<file path="src/rtl/instruction_fetch.sv">
`timescale 1ns/1ps
`default_nettype none
// ============================================================================
//  Module   : instruction_fetch
//  Purpose  : Front-end fetch stage. Issues one outstanding 32-bit fetch at a
//             time, makes a static branch prediction on each returned word,
//             and buffers fetched instructions in a small in-order queue that
//             feeds decode one entry per cycle.
//  Ports    : clk, rst (async, active-high)
//             in_stall             - decode cannot accept this cycle
//             in_flush/in_flush_pc - misprediction restart (highest priority)
//             out_mem_req/out_mem_addr  - fetch request to memory controller
//             in_mem_valid/in_mem_inst  - fetch response (one-cycle pulse)
//             out_decode_ena       - head entry handed to decode (popped)
//             out_inst/out_pc/out_predicted_taken - head entry contents
//  Params   : QUEUE_DEPTH - queue entries, power of two, >= 2
//  Macros   : FETCH_BTFN_PREDICT_EN - predict backward conditional branches
//             taken (BTFN); when undefined all conditional branches are
//             predicted not taken. JAL is predicted taken in both builds.
//  Revision : 1.0 - initial release
// ============================================================================
module instruction_fetch #(
    parameter int QUEUE_DEPTH = 4
) (
    input  logic        clk,
    input  logic        rst,
    input  logic        in_stall,
    input  logic        in_flush,
    input  logic [31:0] in_flush_pc,
    output logic        out_mem_req,
    output logic [31:0] out_mem_addr,
    input  logic        in_mem_valid,
    input  logic [31:0] in_mem_inst,
    output logic        out_decode_ena,
    output logic [31:0] out_inst,
    output logic [31:0] out_pc,
    output logic        out_predicted_taken
);

    localparam int              c_PW    = $clog2(QUEUE_DEPTH);
    localparam int              c_CW    = c_PW + 1;
    localparam logic [c_CW-1:0] c_DEPTH = c_CW'(QUEUE_DEPTH);

    typedef enum logic [1:0] {
        S_IDLE    = 2'd0,
        S_WAIT    = 2'd1,
        S_DISCARD = 2'd2
    } state_t;

    state_t          r_state, w_state_next;
    logic [31:0]     r_fetch_pc, w_fetch_pc_next;

    logic [31:0]     r_q_inst [QUEUE_DEPTH];
    logic [31:0]     r_q_pc   [QUEUE_DEPTH];
    logic            r_q_pred [QUEUE_DEPTH];
    logic [c_PW-1:0] r_head, r_tail, w_head_adv;
    logic [c_CW-1:0] r_count, w_count_next;

    logic [31:0]     r_out_inst, r_out_pc;
    logic            r_out_pred;
    logic [31:0]     w_nh_inst, w_nh_pc;
    logic            w_nh_pred;

    logic            w_push, w_pop;
    logic            w_pred;
    logic [31:0]     w_next_pc;
    logic [6:0]      w_opcode;
    logic [31:0]     w_j_imm;

    // ------------------------------------------------------------------
    // Static prediction on the returned word (PC of the word is fetch_pc)
    // ------------------------------------------------------------------
    assign w_opcode = in_mem_inst[6:0];
    assign w_j_imm  = {{11{in_mem_inst[31]}}, in_mem_inst[31], in_mem_inst[19:12],
                       in_mem_inst[20], in_mem_inst[30:21], 1'b0};

`ifdef FETCH_BTFN_PREDICT_EN
    logic [31:0] w_b_imm;
    assign w_b_imm = {{19{in_mem_inst[31]}}, in_mem_inst[31], in_mem_inst[7],
                      in_mem_inst[30:25], in_mem_inst[11:8], 1'b0};
`else
    // rd / B-immediate low bits are not needed without BTFN prediction
    logic w_unused_rd_bits;
    assign w_unused_rd_bits = ^in_mem_inst[11:7];
`endif

    always_comb begin
        w_pred    = 1'b0;
        w_next_pc = r_fetch_pc + 32'd4;
        if (w_opcode == 7'b1101111) begin
            w_pred    = 1'b1;
            w_next_pc = r_fetch_pc + w_j_imm;
        end
`ifdef FETCH_BTFN_PREDICT_EN
        else if ((w_opcode == 7'b1100011) && in_mem_inst[31]) begin
            w_pred    = 1'b1;
            w_next_pc = r_fetch_pc + w_b_imm;
        end
`endif
    end

    // ------------------------------------------------------------------
    // Queue handshakes
    // ------------------------------------------------------------------
    assign w_pop        = (r_count != '0) && !in_stall && !in_flush;
    assign w_push       = (r_state == S_WAIT) && in_mem_valid && !in_flush;
    assign w_count_next = r_count + c_CW'(w_push) - c_CW'(w_pop);

    // Next head entry; when the queue held exactly one entry and it is popped
    // while a word is pushed, the new head is the word being written now.
    always_comb begin
        w_head_adv = w_pop ? (r_head + c_PW'(1)) : r_head;
        if (w_push && (w_head_adv == r_tail)) begin
            w_nh_inst = in_mem_inst;
            w_nh_pc   = r_fetch_pc;
            w_nh_pred = w_pred;
        end else begin
            w_nh_inst = r_q_inst[w_head_adv];
            w_nh_pc   = r_q_pc[w_head_adv];
            w_nh_pred = r_q_pred[w_head_adv];
        end
    end

    // ------------------------------------------------------------------
    // Fetch FSM next-state
    // ------------------------------------------------------------------
    always_comb begin
        w_state_next    = r_state;
        w_fetch_pc_next = r_fetch_pc;
        if (in_flush) begin
            w_fetch_pc_next = in_flush_pc;
            case (r_state)
                // an unanswered request must have its stale response dropped
                S_WAIT, S_DISCARD: w_state_next = in_mem_valid ? S_IDLE : S_DISCARD;
                default:           w_state_next = S_IDLE;
            endcase
        end else begin
            case (r_state)
                S_IDLE: begin
                    if (r_count < c_DEPTH)
                        w_state_next = S_WAIT;
                end
                S_WAIT: begin
                    if (in_mem_valid) begin
                        w_fetch_pc_next = w_next_pc;
                        w_state_next    = (w_count_next < c_DEPTH) ? S_WAIT : S_IDLE;
                    end
                end
                S_DISCARD: begin
                    if (in_mem_valid)
                        w_state_next = S_IDLE;
                end
                default: w_state_next = S_IDLE;
            endcase
        end
    end

    // ------------------------------------------------------------------
    // State registers
    // ------------------------------------------------------------------
    always_ff @(posedge clk or posedge rst) begin
        if (rst) begin
            r_state    <= S_IDLE;
            r_fetch_pc <= '0;
            r_head     <= '0;
            r_tail     <= '0;
            r_count    <= '0;
            r_out_inst <= '0;
            r_out_pc   <= '0;
            r_out_pred <= 1'b0;
        end else begin
            r_state    <= w_state_next;
            r_fetch_pc <= w_fetch_pc_next;
            if (w_push)
                r_tail <= r_tail + c_PW'(1);
            if (in_flush) begin
                r_head  <= r_tail;
                r_count <= '0;
            end else begin
                r_head  <= w_head_adv;
                r_count <= w_count_next;
                // head outputs hold their last value while the queue is empty
                if (w_count_next != '0) begin
                    r_out_inst <= w_nh_inst;
                    r_out_pc   <= w_nh_pc;
                    r_out_pred <= w_nh_pred;
                end
            end
        end
    end

    // Queue storage (no reset needed; only read when valid)
    always_ff @(posedge clk) begin
        if (w_push) begin
            r_q_inst[r_tail] <= in_mem_inst;
            r_q_pc[r_tail]   <= r_fetch_pc;
            r_q_pred[r_tail] <= w_pred;
        end
    end

    assign out_mem_req         = (r_state == S_WAIT);
    assign out_mem_addr        = r_fetch_pc;
    assign out_decode_ena      = w_pop;
    assign out_inst            = r_out_inst;
    assign out_pc              = r_out_pc;
    assign out_predicted_taken = r_out_pred;

endmodule
`default_nettype wire

</file>
<file path="config.mk">
export PLATFORM = sky130hd
export DESIGN_NAME = instruction_fetch
export DESIGN_NICKNAME = d
export VERILOG_FILES = /design/src/rtl/instruction_fetch.sv
export SDC_FILE = /design/constraint.sdc
export NUM_CORES = 1
export LEC_CHECK = 0
export BUFFER_PORTS_ARGS = -buffer_cell sky130_fd_sc_hd__buf_4
export CORE_MARGIN = 3
export CORE_UTILIZATION = 35
export CTS_CLUSTER_SIZE = 20
export DETAILED_ROUTE_END_ITERATION = 8
export GPL_ROUTABILITY_DRIVEN = 0
export SETUP_SLACK_MARGIN = 0.1
export SYNTH_ARGS = -nofsm -noshare
export SYNTH_HDL_FRONTEND = slang
export SYNTH_SLANG_ARGS = --single-unit
</file>
<file path="constraint.sdc">
create_clock -name clk -period 7.3 [get_ports clk]
set_clock_uncertainty 0.2 [all_clocks]
set_input_delay 0.365 -clock clk [delete_from_list [all_inputs] [get_ports clk]]
set_output_delay 0.365 -clock clk [all_outputs]
set_load 0.03 [all_outputs]
</file>
Word level (Yosys, flattened, before mapping):

Memories as Yosys holds them, arrays and structs flattened. A register that Yosys moved wholly into a read port is not among the register bits.
Index checks and enable logic that the tools add are counted.

* bitwise operators: 1
* reductions and logical operators: 15
* equality and inequality tests: 6
* magnitude comparators: 2
* mux-type cells: 18
* add/subtract/negate cells: 6

Operator list (count)
* $mux W32: 4
* $add A32 B3 Y32 const B: 1
* $add A32 B32 Y32: 1
* $mux W2: 8
* $eq A7 B7 Y1 const B: 1
* $lt A3 B3 Y1 const B: 2
* $ne A3 B3 Y1 const B: 2
* $pmux W2 S3: 1
* $reduce_bool A3 Y1: 2
* $add A2 B1 Y2 const B: 2
* $logic_and A1 B1 Y1: 4
* $mux W1: 4
* $reduce_and A2 Y1: 2
* $reduce_bool A2 Y1: 2
* $add A3 B1 Y3: 1
* $mux W3: 1
* $ne A3 B2 Y1 const B: 1
* $reduce_and A3 Y1: 1
* $sub A3 B1 Y3: 1
* $eq A2 B1 Y1 const B: 1
* $eq A2 B2 Y1 const B: 1
* $logic_not A1 Y1: 2
* $logic_not A2 Y1: 1
* $reduce_or A2 Y1: 1
* $not A1 Y1: 1

* bits in registers: 41
* output and inout bits: 99
* memories kept: 3
* word-level logic and storage cells: 56
* RAM bits: 260

Memories
* r_q_inst: words 4, width 32, rd ports 1, clocked after Yosys merged registers in 1, wr ports 1, line 53 `logic [31:0] r_q_inst [QUEUE_DEPTH];`
* r_q_pc: words 4, width 32, rd ports 1, clocked after Yosys merged registers in 1, wr ports 1, line 54 `logic [31:0] r_q_pc [QUEUE_DEPTH];`
* r_q_pred: words 4, width 1, rd ports 1, clocked after Yosys merged registers in 1, wr ports 1, line 55 `logic r_q_pred [QUEUE_DEPTH];`

Depth between registers and ports, before layout:

* word-level depth: 10
* mapped depth: 17

Least setup slack after synthesis:

OpenSTA, ideal clock, no wires.

* path kind: reg-to-reg
* start point: reg r_state[1]
* end point: reg r_out_pc[18] (netlist: out_pc[18]) (read register of r_q_pc)
* period minus slack after synthesis: 3933 ps
* arrival time: 3655 ps
* stages on the path, launching flop included: 18
* setup slack: 3367 ps
* required time: 7023 ps
* cell sequence: dfrtp_1 inv_1 ha_1 nand2_1 nor2_1 inv_1 ha_1 inv_1 ha_1 inv_1 fa_1 xor2_1 xnor2_1 a31oi_1 clkbuf_1 clkbuf_1 nor2_1 a21oi_1

* longest elaborated chain between the ends: 7

Ends and longest elaborated chain
* start, declared: line 50 `state_t r_state, w_state_next;`
* start signal, assigned: line 172 `r_state <= w_state_next;`
* $eq A2 B1 Y1
* via out_mem_req: line 30 `output logic out_mem_req,`
* $logic_and A1 B1 Y1 (2 in a row): line 106 `assign w_push = (r_state == S_WAIT) && in_mem_valid && !in_flush;`
* $add A3 B1 Y3: line 107 `assign w_count_next = r_count + c_CW'(w_push) - c_CW'(w_pop);`
* $sub A3 B1 Y3: line 107
* $reduce_bool A3 Y1: line 183 `if (w_count_next != '0) begin`
* $reduce_and A2 Y1 (no source line)
* end, declared: line 59 `logic [31:0] r_out_inst, r_out_pc;`

The timed path passes the listed nets, and every way through them passes these cells.
A chain may end at the register's enable or synchronous reset.

Worst setup path after layout:

* start point: reg r_state[1]
* end point: reg r_out_inst[24] (netlist: out_inst[24]) (read register of r_q_inst)

* longest elaborated chain between the ends: 7

Ends and longest elaborated chain (line)
* $eq A2 B1 Y1: 106
* $logic_and A1 B1 Y1 (2 in a row): 106
* $add A3 B1 Y3: 107
* $sub A3 B1 Y3: 107
* $reduce_bool A3 Y1: 183
* $reduce_and A2 Y1 (no source line)
* end, declared: 59

No other way between the ends.

==> run summary <==
- CTS tree: yes
- most frequent cells in the layout: 260 x sky130_fd_sc_hd__edfxtp_1, 182 x sky130_fd_sc_hd__buf_4, 129 x sky130_fd_sc_hd__nor2_1, 117 x sky130_fd_sc_hd__a21oi_1, 106 x sky130_fd_sc_hd__dfrtp_1
- iteration-0 DRC count of the detailed router: 875
- max-slew headroom at the worst pin: 27.6%
- initial core utilization: 35.6%
- final-report max-slew violation count: 0
- count of cells along the worst hold path: 2
- Detail Placement HPWL: 28500 um
- final instance area: 0.0205 mm^2
- GRT Overall Usage: 17.6%
- Worst Path Max Fanout: 52
- fraction of layout cells with a size suffix above 1: 22.5%
- element type at the critical path end: flop
- number of buffers added by the clock tree synthesis step: 40
- actual slew at the worst max-slew pin: 1.08 ns
- mean routed wirelength per cell: 21.4 um
- Detail Route Antenna Nets: 0
- top-level port count: 168
- Post-synth EDFFs: 260
- maximum clock frequency: 204 MHz
- synthesis-to-layout area growth: 23.4%
- die outline width: 224 um
- Die Footprint: 0.0502 mm^2
- largest net degree at the start of global routing: 71
- final period demand of the worst path: 4.90 ns
- count of vias placed by the detailed router: 10900
- grt total ovfl: 0
- final-layout setup total negative slack: 0 ns
- Clock Sinks: 366
- wire length reported by the detailed router: 44200 um
- utilization after layout: 43.9%
- setup repair after global routing missed its margin: no
- Avg Cell Area, Syn: 13.9 um^2
- Lkg Pwr: 0.00796 uW
- final number of setup-violating endpoints: 0
- FF+latch count, synth: 366
- Startpoint Class: flop
- most common library cell in the layout ignoring fill and taps: sky130_fd_sc_hd__edfxtp_1
- Max-Cap Viols: 0
- maximum level of the CTS H-tree: 2
- Max IR drop VDD: 0.172 mV
- number of distinct library cells after synthesis: 69
- floorplan core area: 0.0468 mm^2
- cell area after technology mapping: 0.0166 mm^2
- drt first pass iters: 5
- count of buffers added by post-CTS timing repair for setup: 0
- ys flop type: sky130_fd_sc_hd__edfxtp_1
- DR vias/cell: 5.25
- deepest clock path buffer count: 3
- clock slew at reported path FFs: 0.06 ns
- number of global-route vias before repair: 11000
- clock root buffer: sky130_fd_sc_hd__clkbuf_16
- worst hold path class: primary input to flop
- count of cells along the worst register-to-register path: 17
- portion of the clock cycle consumed by the worst path in the final layout: 67.2%
- pwr dens: 372 mW/mm^2
- clock latency on the worst-skew pair: 0.55 ns
- number of inserted diodes: 0
- placed cell area: 0.0186 mm^2
- result of the run: completed
- required time at the worst-slack endpoint: 7.55 ns
- share of the yosys chip area belonging to registers: 62.9%
- Fin. Hold Viols: 0
- I/O Buffers: 167
- global-route wire length before repair: 67600 um
- category of the critical setup timing path: flop to flop
- final net count: 1540
- floorplan die height: 224 um
- post-synthesis cell count: 1198
- total number of placement rows: 79
- DRC violation count after routing: 0
- arrival time at the worst endpoint: 5.15 ns
- post-synthesis async set-or-reset flop share: 29.0%
- number of antenna violations at the first check in global routing: 0
- Syn. warnings: 0
- number of nets in the synthesized netlist: 1309
## synth_stat cells, types with 19 or more instances
cell	n	share of area [%]
sky130_fd_sc_hd__edfxtp_1	260	47
sky130_fd_sc_hd__nor2_1	129	2.9
sky130_fd_sc_hd__a21oi_1	117	3.5
sky130_fd_sc_hd__dfrtp_1	106	16
sky130_fd_sc_hd__mux2i_1	67	4.0
sky130_fd_sc_hd__mux4_2	65	8.8
sky130_fd_sc_hd__nand2_1	61	1.4
sky130_fd_sc_hd__o21ai_0	52	1.6
sky130_fd_sc_hd__ha_1	40	3.0
sky130_fd_sc_hd__clkbuf_1	37	0.83
sky130_fd_sc_hd__inv_1	25	0.56
sky130_fd_sc_hd__nand3_1	19	0.57
## registers in the layout, indices dropped and copies added, names as in the netlist
signal,count
r_count,3
out_mem_addr,32
r_tail,2
out_pc,32
r_q_pred,4
out_predicted_taken,1
r_q_inst,128
r_head,2
r_state,2
out_inst,32
r_q_pc,128
## repair_timing
item	in CTS	in global routing
hold endpoints to repair	218	0
gates resized for setup	0	0
endpoints found under the setup margin	0	0
hold buffers	66	0
## report_power, final
| part | switching (uW) | internal [uW] | total [uW] |
|---|---|---|---|
| combinational | 1670 | 1190 | 2860 |
| sequential | 223 | 2560 | 2790 |
| clock | 812 | 1180 | 1990 |
| total | 2710 | 4930 | 7640 |
## routing by layer
layer	wire, um	track usage, %	vias to the layer above
li1	-	-	5069
met1	20000	24.5	5419
met2	21200	29.1	310
met3	2220	3.01	55
met4	783	3.94	0
met5	0	0	-
## path summary, 6_finish.rpt
check / from / endpoint / slack (ns)
worst min register to register: out_pc[16] / out_pc[16] / 0.33
worst max register to register: r_state[1] / out_inst[24] / 2.40
worst min-delay path: in_flush / r_count[2] / 0.17
worst max-delay path: r_state[1] / out_inst[24] / 2.40
max in group asynchronous: rst / r_count[1] / 5.22
min in group asynchronous: rst / out_inst[25] / 0.23
## stage by stage
stage          hold WS, ns  total power [uW]  instances  setup WS, ns
6_report             0.172              7640       2067          2.40
5_1_grt              0.181              8080       2067          2.02
4_1_cts              0.148              7770       2067          2.40
3_5_place_dp         0.267              5710       1928          2.45
3_3_place_gp         0.263              5650       1928          2.67
2_1_floorplan        0.264              4780       1198          3.37
## layout make-up
type,instances,area [um^2]
Fill cell,4258,26200
Timing Repair Buffer,248,2030
Sequential cell,366,10500
Multi-Input combinational cell,748,5900
Inverter,25,96.3
Tap cell,607,759
Clock buffer,54,1070
Clock inverter,19,214
## cell families after synthesis
| family | count (synthesis) | share of synthesized area (%) |
|---|---|---|
| AOI/OAI and AO/OA | 260 | 9.32 |
| buffers and inverters | 84 | 2.13 |
| and+or+nand+nor | 284 | 7.99 |
| adders and majority gates | 42 | 3.25 |
| xor gates and xnor gates | 28 | 1.47 |
| muxes | 134 | 13.0 |
| DFF | 366 | 62.9 |
## critical path: stages (launching register included)
cell	delay, ns
sky130_fd_sc_hd__dfrtp_1	0.39
sky130_fd_sc_hd__inv_1	0.08
sky130_fd_sc_hd__ha_1	0.22
sky130_fd_sc_hd__nand2_1	0.07
sky130_fd_sc_hd__buf_4	0.25
sky130_fd_sc_hd__nor2_1	0.48
sky130_fd_sc_hd__inv_1	0.19
sky130_fd_sc_hd__ha_1	0.32
sky130_fd_sc_hd__inv_1	0.06
sky130_fd_sc_hd__ha_1	0.13
sky130_fd_sc_hd__inv_1	0.04
sky130_fd_sc_hd__fa_1	0.38
sky130_fd_sc_hd__xor2_1	0.16
sky130_fd_sc_hd__xnor2_1	0.22
sky130_fd_sc_hd__a31oi_4	0.73
sky130_fd_sc_hd__buf_4	0.58
sky130_fd_sc_hd__nor2_1	0.09
sky130_fd_sc_hd__a21oi_1	0.15
Note: power is estimated with default switching activity, not from simulation.
